`config.mk`:
```
export PLATFORM = sky130hd
export DESIGN_NAME = steer_en_sm_flat
export DESIGN_NICKNAME = d
export VERILOG_FILES = /design/src/rtl/steer_en_sm_if.sv /design/src/rtl/steer_en_sm.sv /design/src/flat_wrapper.sv
export SDC_FILE = /design/constraint.sdc
export NUM_CORES = 1
export LEC_CHECK = 0
export ABC_AREA = 1
export BUFFER_PORTS_ARGS = -buffer_cell sky130_fd_sc_hd__clkbuf_2
export CAP_MARGIN = 20
export CORE_MARGIN = 1
export CORE_UTILIZATION = 37
export DETAILED_ROUTE_END_ITERATION = 8
export PLACE_DENSITY_LB_ADDON = 0.3
export RECOVER_POWER = 100
export REMOVE_ABC_BUFFERS = 1
export SETUP_SLACK_MARGIN = 0.5
export SLEW_MARGIN = 0
export SYNTH_ARGS = -nofsm -noshare
export SYNTH_HDL_FRONTEND = slang
export SYNTH_SLANG_ARGS = --single-unit
```
`constraint.sdc`:
```
create_clock -name clk -period 10.1 [get_ports clk]
set_clock_uncertainty 0.2 [all_clocks]
set_input_delay 2.02 -clock clk [delete_from_list [all_inputs] [get_ports clk]]
set_output_delay 2.02 -clock clk [all_outputs]
set_load 0.01 [all_outputs]
```
`src/rtl/steer_en_sm_if.sv`:
```
// Load-cell / battery readings in, rider status out.
// master = A2D/control side, slave = steer_en_sm.
interface steer_en_sm_if;
  logic [11:0] lft_ld;
  logic [11:0] rght_ld;
  logic [11:0] batt;
  logic        en_steer;
  logic        rider_off;
  logic        batt_low;

  modport master (
    output lft_ld, rght_ld, batt,
    input  en_steer, rider_off, batt_low
  );

  modport slave (
    input  lft_ld, rght_ld, batt,
    output en_steer, rider_off, batt_low
  );
endinterface

```
`src/rtl/steer_en_sm.sv`:
```
// Rider-detect / steering-enable FSM; no backpressure, inputs sampled every cycle.
// Load change reaches state and outputs 2 clocks later; batt_low lags batt by 1 clock.
module steer_en_sm #(
  parameter logic [11:0] MIN_RIDER_WT = 12'h200,
  parameter logic [11:0] WT_HYST      = 12'h040,
  parameter logic [11:0] BATT_THRES   = 12'h980,
  parameter int unsigned TMR_BITS     = 26
) (
  input  logic          clk,
  input  logic          rst,
  steer_en_sm_if.slave  bus
);

  typedef enum logic [1:0] {
    ST_IDLE  = 2'd0,
    ST_WAIT  = 2'd1,
    ST_STEER = 2'd2
  } state_t;

  state_t                state_q, state_d;
  logic [12:0]           sum_q, sum_d;
  logic [11:0]           diff_q, diff_d;
  logic                  batt_low_q, batt_low_d;
  logic [TMR_BITS-1:0]   tmr_q, tmr_d;
  logic                  clr_tmr;

  always_comb begin
    sum_d      = {1'b0, bus.lft_ld} + {1'b0, bus.rght_ld};
    diff_d     = (bus.lft_ld >= bus.rght_ld) ? (bus.lft_ld - bus.rght_ld)
                                             : (bus.rght_ld - bus.lft_ld);
    batt_low_d = (bus.batt < BATT_THRES);
  end

  always_ff @(posedge clk) begin
    if (rst) begin
      sum_q      <= '0;
      diff_q     <= '0;
      batt_low_q <= 1'b0;
    end else begin
      sum_q      <= sum_d;
      diff_q     <= diff_d;
      batt_low_q <= batt_low_d;
    end
  end

  // All threshold math widened to 17 bits so 16*diff and 15*sum never truncate.
  logic [16:0] sum_w, diff_w, min_w, gone_w;
  logic        present, gone, unbal_wait, unbal_run, tmr_full;

  always_comb begin
    sum_w      = {4'b0, sum_q};
    diff_w     = {5'b0, diff_q};
    min_w      = {5'b0, MIN_RIDER_WT};
    gone_w     = {5'b0, MIN_RIDER_WT - WT_HYST};
    present    = (sum_w > min_w);
    gone       = (sum_w <= gone_w);
    unbal_wait = ((diff_w << 2) > sum_w);
    unbal_run  = ((diff_w << 4) > (sum_w * 17'd15));
    tmr_full   = &tmr_q;
  end

  always_comb begin
    state_d = state_q;
    clr_tmr = 1'b0;
    case (state_q)
      ST_IDLE: begin
        if (present) begin
          state_d = ST_WAIT;
          clr_tmr = 1'b1;
        end
      end
      ST_WAIT: begin
        if (gone) begin
          state_d = ST_IDLE;
        end else if (unbal_wait) begin
          clr_tmr = 1'b1;
        end else if (tmr_full) begin
          state_d = ST_STEER;
        end
      end
      ST_STEER: begin
        if (gone) begin
          state_d = ST_IDLE;
        end else if (unbal_run) begin
          state_d = ST_WAIT;
          clr_tmr = 1'b1;
        end
      end
      default: state_d = ST_IDLE;
    endcase
  end

  always_comb begin
    tmr_d = tmr_q;
    if (clr_tmr) begin
      tmr_d = '0;
    end else if (state_q == ST_WAIT) begin
      tmr_d = tmr_q + TMR_BITS'(1);
    end
  end

  always_ff @(posedge clk) begin
    if (rst) begin
      state_q <= ST_IDLE;
      tmr_q   <= '0;
    end else begin
      state_q <= state_d;
      tmr_q   <= tmr_d;
    end
  end

  assign bus.en_steer  = (state_q == ST_STEER);
  assign bus.rider_off = (state_q == ST_IDLE);
  assign bus.batt_low  = batt_low_q;

endmodule

```
`src/flat_wrapper.sv`:
```
// flat-port wrapper written by rule: the top's interface ports become plain ports
module steer_en_sm_flat 
#(
  parameter logic [11:0] MIN_RIDER_WT = 12'h200,
  parameter logic [11:0] WT_HYST      = 12'h040,
  parameter logic [11:0] BATT_THRES   = 12'h980,
  parameter int unsigned TMR_BITS     = 26
)
  (clk, rst, bus_lft_ld, bus_rght_ld, bus_batt, bus_en_steer, bus_rider_off, bus_batt_low);
  steer_en_sm_if bus_i ();
  input  logic clk;
  input  logic rst;
  input wire logic [$bits(bus_i.lft_ld)-1:0] bus_lft_ld;
  input wire logic [$bits(bus_i.rght_ld)-1:0] bus_rght_ld;
  input wire logic [$bits(bus_i.batt)-1:0] bus_batt;
  output wire logic [$bits(bus_i.en_steer)-1:0] bus_en_steer;
  output wire logic [$bits(bus_i.rider_off)-1:0] bus_rider_off;
  output wire logic [$bits(bus_i.batt_low)-1:0] bus_batt_low;
  assign bus_i.lft_ld = bus_lft_ld;
  assign bus_i.rght_ld = bus_rght_ld;
  assign bus_i.batt = bus_batt;
  assign bus_en_steer = bus_i.en_steer;
  assign bus_rider_off = bus_i.rider_off;
  assign bus_batt_low = bus_i.batt_low;
  steer_en_sm #(.MIN_RIDER_WT(MIN_RIDER_WT), .WT_HYST(WT_HYST), .BATT_THRES(BATT_THRES), .TMR_BITS(TMR_BITS)) u_core (.clk(clk), .rst(rst), .bus(bus_i));
endmodule
```
# Word-level counts from Yosys, hierarchy flattened
# Cells that the tools add are included.
# Widths: inputs -> output; s select.
totals:
  register_bits: 54
  output_inout_bits: 3
  input_bits: 38
op_classes:
  n_mul: 1
  n_reduce_logical: 4
  eq_ne: 6
  magnitude_cmp: 6
  n_addsub: 4
  mux: 14
op_table:
  columns: ["cell", "count"]
  rows:
  - ["$add 26x1->26 const B", 1]
  - ["$reduce_and 26->1", 1]
  - ["$sub 12x12->12", 2]
  - ["$gt 16x17->1", 1]
  - ["$mul 13x4->17 const B", 1]
  - ["$gt 14x13->1", 1]
  - ["$add 12x12->13", 1]
  - ["$gt 13x10->1 const B", 1]
  - ["$le 13x9->1 const B", 1]
  - ["$ge 12x12->1", 1]
  - ["$lt 12x12->1 const B", 1]
  - ["$mux 12", 1]
  - ["$mux 2", 6]
  - ["$ne 3x1->1 const B", 2]
  - ["$pmux 2 s3", 1]
  - ["$mux 1", 5]
  - ["$reduce_and 4->1", 1]
  - ["$ne 3x2->1 const B", 1]
  - ["$pmux 1 s3", 1]
  - ["$eq 2x1->1 const B", 1]
  - ["$eq 2x2->1 const B", 1]
  - ["$logic_not 2->1", 1]
  - ["$ne 2x1->1 const B", 1]
  - ["$reduce_or 2->1", 1]

# Depth between registers and ports, before layout
logic_depth:
  depth_word: 6
  ltp_mapped: 26

# Least setup slack after synthesis
# OpenSTA, ideal clock, no wires.
synth_timing:
  path_kind: "flip-flop to flip-flop"
  startpoint: "register u_core.sum_q[3]"
  endpoint: "register u_core.tmr_q[22]"
  setup_slack_ns: 5.912
  period_less_slack_ns: 4.188
  setup_ns: 0.064
  required_time_ns: 9.836
  path_buffers: 1
  stages_incl_launch_ff: 23
  arrival_time_ns: 3.924
  path_cell_list: "dfxtp_1 inv_1 fa_1 fa_1 inv_1 ha_1 a21oi_1 o21ai_0 a21oi_1 o21ai_0 nand3_1 nand2_1 xnor2_1 ha_1 nand2_1 nor4_1 nand3_1 nand2_1 nor2_1 nand3_1 nand3_2 buf_2 nor2_1"
synth_between:
  elab_chain_len: 6
  word_cells_on_any_way: 12
  classes_between: "mul (1); order compare (4); mux (6); reduce/logical (1)"
synth_lines:
  columns: ["item", "line", "source"]
  rows:
  - ["from (decl)", "steer_en_sm.sv:21", "logic [12:0] sum_q, sum_d;"]
  - ["from (signal assigned)", "steer_en_sm.sv:40", "sum_q <= sum_d;"]
  - ["$mul 13x4->17", "steer_en_sm.sv:58", "unbal_run = ((diff_w << 4) > (sum_w * 17'd15));"]
  - ["$gt 16x17->1", "steer_en_sm.sv:58", null]
  - ["$mux 1", "steer_en_sm.sv:84", "end else if (unbal_run) begin"]
  - ["$mux 1", "steer_en_sm.sv:82", "if (gone) begin"]
  - ["$pmux 1 s3 *", "steer_en_sm.sv:65", "case (state_q)"]
  - ["$reduce_or 2->1 (no source line) *", null, null]
  - ["to (signal assigned)", "steer_en_sm.sv:108", "tmr_q <= tmr_d;"]
  - ["to (decl)", "steer_en_sm.sv:24", "logic [TMR_BITS-1:0] tmr_q, tmr_d;"]
# Mark *: on every way between the ends. The rest lies on a longest branch, timed or not.
# A chain may end at the register's enable or synchronous reset.

# Worst setup path after layout
layout_timing:
  startpoint: "register u_core.sum_q[6]"
  endpoint: "register u_core.tmr_q[9]"
# Same word-level chain as after synthesis.

==> flow_metrics.py <==
metrics = {
    "sta": {
        "worstMarginPinSlew_ps": 1120,
        "setup_slack_ps": 4630,
        "maxSlewViolCount": 0,
        "hold_viol_final": 0,
        "slew_headroom_pct": 25.0,
        "final.period_utilization_pct": 54.2,
        "fin_setup_tns_ps": 0,
        "finalSetupViolations": 0,
        "rsz0062_at_grt": "false",
        "fmax_mhz": 183,
        "period_needed_ps": 5470,
    },
    "die": {
        "ios": 41,
        "core_mm2": 0.0148,
        "die_x_um": 126,
        "rows": 44,
        "dieArea_mm2": 0.0158,
        "initial_utilization_pct": 38.4,
        "die_y_um": 126,
    },
    "critical_path": {
        "worst-path-max-fanout": 26,
        "cp.required_ps": 10110,
        "start_kind": "flop",
        "worstPathArrival_ps": 5480,
        "crit_type": "reg -> reg",
        "end_kind": "flop",
    },
    "synth": {
        "synth_area_mm2": 0.00567,
        "synth_ff_type": "dfxtp_1",
        "seq_area_frac_synth_pct": 18.7,
        "synth_warnings": 0,
        "async_flop_share_pct": 0,
        "synth-edff-count": 0,
        "synth-seq-cells": 53,
        "syn_avg_cell_area_um2": 7.36,
        "ys_types": 42,
        "synthCells": 770,
    },
    "power": {
        "p_sw_share_pct": 45.6,
        "p_int_mw": 0.546,
        "total_power_mw": 1.00,
        "seqPwrFrac_pct": 24.2,
        "switchingPower_mw": 0.458,
        "p_comb_share_pct": 58.6,
        "power_leakage_nw": 3.00,
        "clkPwrFrac_pct": 17.2,
        "ir_drop_mv": 0.0671,
        "p_per_area_mw_per_mm2": 163,
    },
    "clock_tree": {
        "cts_resized": 0,
        "post_cts_buffers": 0,
        "htree_levels": 2,
        "root_buffer": "clkbuf_16",
        "cts_tree": "built",
        "clkLatencyLatePin_ps": 300,
        "cts_buffers": 5,
        "clk_pin_slew_ps": 80,
        "clockBufferDepth": 2,
        "cts_sinks": 53,
        "hold_buffers": 0,
    },
    "placed_design": {
        "io_buffer_count": 33,
        "gp_congestion": 0.883,
        "dp_slack_ps": 4950,
        "hpwl_um": 10000,
    },
    "finish": {
        "diodes": 0,
        "drive_above_1_share_pct": 7.89,
        "syn2layout_area_growth_pct": 8.43,
        "nets": 955,
        "final_common_cell": "nand2_1",
        "final_cell_mix": "nand2_1 (144), inv_1 (101), ha_1 (94), nor2_1 (75), a21oi_1 (74)",
    },
    "outcome": {
        "status": "completed",
    },
    "flow_run": {
        "cap_violations": 0,
    },
    "drt": {
        "wl_per_cell_um": 12.2,
        "routed_wl_um": 12000,
        "wl_met2_um": 5160,
        "first_pass_iters": 4,
        "met1_length_um": 6320,
        "vias": 4742,
        "drc": 0,
        "top_layer_used": "met4",
        "via_per_inst": 4.83,
        "route.met3.wl_um": 258,
        "final_antenna_net_count": 0,
        "drtIter0Drc": 250,
    },
    "global_route": {
        "grt_max_degree": 27,
        "grt_pass1_wl_um": 21200,
        "grt_usage_pct": 16.2,
        "grt_pass1_vias": 4578,
        "antenna_found_initial": 0,
        "overflow": 0,
    },
    "worst_hold_path": {
        "hp-class": "reg -> reg",
    },
}
routing by layer:
metal | GRT usage (%) | up-vias
li1 | - | 2546
met1 | 22.7 | 2100
met2 | 26.1 | 76
met3 | 1.27 | 20
met4 | 6.02 | 0
met5 | 0 | -
flip-flops by register name (all words and copies together) (netlist names):
register / cells
u_core.tmr_q: 26
u_core.bus.batt_low: 1
u_core.diff_q: 11
u_core.state_q: 2
u_core.sum_q: 13
power groups by stage:
| stage | registers, mW | clock network, mW | logic (mW) |
|---|---|---|---|
| 4_1_cts | 0.243 | 0.178 | 0.593 |
| 3_3_place_gp | 0.247 | 0 | 0.584 |
| 3_5_place_dp | 0.248 | 0 | 0.589 |
| 5_1_grt | 0.245 | 0.185 | 0.687 |
| 6_report | 0.243 | 0.173 | 0.588 |
| 2_1_floorplan | 0.243 | 0 | 0.456 |
Yosys cell counts (2+ instances only):
master	count	area, um2
a221oi_1	2	17.5
a21boi_1	2	15.0
buf_2	6	30.0
inv_2	10	37.5
a21o_1	3	22.5
nor3_1	13	65.1
a211oi_1	2	15.0
clkbuf_1	8	30.0
a21oi_1	74	370
fa_1	26	521
nand2_4	2	22.5
nand3_1	36	180
nor4_1	4	25.0
nand3_2	4	40.0
nand2_1	144	541
xnor2_1	14	123
nor2_4	3	33.8
o21ai_1	10	50.1
inv_1	100	375
nor2_2	4	25.0
nor3_4	2	32.5
xor2_1	27	236
dfxtp_1	53	1060
ha_1	94	1180
o21bai_1	5	37.5
o21ai_0	24	120
nor2_1	75	282
nand4_1	7	43.8
a211o_1	2	17.5
a31oi_1	2	12.5
metrics by stage:
| stage | instance area [um2] | hold WS, ps | cells | utilization (%) |
|---|---|---|---|---|
| finish | 6150 | 303 | 982 | 41.7 |
| global route | 6150 | 351 | 982 | 41.7 |
| CTS | 6160 | 302 | 982 | 41.8 |
| detailed placement | 6010 | 290 | 974 | 40.7 |
| global placement | 6010 | 288 | 974 | 40.7 |
| floorplan | 5610 | 267 | 756 | - |
worst paths after layout:
check,start,end,slack [ps],cells after the start
hold / removal,u_core.tmr_q[9]$_SDFFE_PP0N_,u_core.tmr_q[9]$_SDFFE_PP0N_,300,2
setup / recovery,u_core.sum_q[6]$_SDFF_PP0_,u_core.tmr_q[9]$_SDFFE_PP0N_,4630,21
setup reg to reg,u_core.sum_q[6]$_SDFF_PP0_,u_core.tmr_q[9]$_SDFFE_PP0N_,4630,21
hold reg to reg,u_core.tmr_q[9]$_SDFFE_PP0N_,u_core.tmr_q[9]$_SDFFE_PP0N_,300,2
critical path, cell delays in order (launching register included):
cell     delay [ps]
dfxtp_1         330
inv_1           260
fa_1            490
fa_1            510
inv_1            50
ha_1            350
a21oi_1         190
o21ai_0         100
a21oi_1         200
o21ai_0         170
nand3_1         110
nand2_1          70
xnor2_1         150
ha_1            280
nand2_1          90
nor4_1          290
nand3_1         160
nand2_1         100
nor2_1           50
nand3_1          80
nand3_1         760
a21oi_1         360
layout make-up:
class / instances / area, um2
Clock buffer: 5 / 125
Fill cell: 1580 / 8610
Clock inverter: 3 / 26.3
Multi-Input combinational cell: 593 / 4130
Inverter: 110 / 413
Tap cell: 184 / 230
Timing Repair Buffer: 34 / 161
Sequential cell: 53 / 1060
logic make-up after synthesis:
kind of cell	share of synthesized area [%]
xor+xnor	6.34
flops	18.7
compound gates	12.7
buf+inv	8.34
fa+ha+maj	29.9
simple gates	24.0
(Power assumes the default switching activity.)
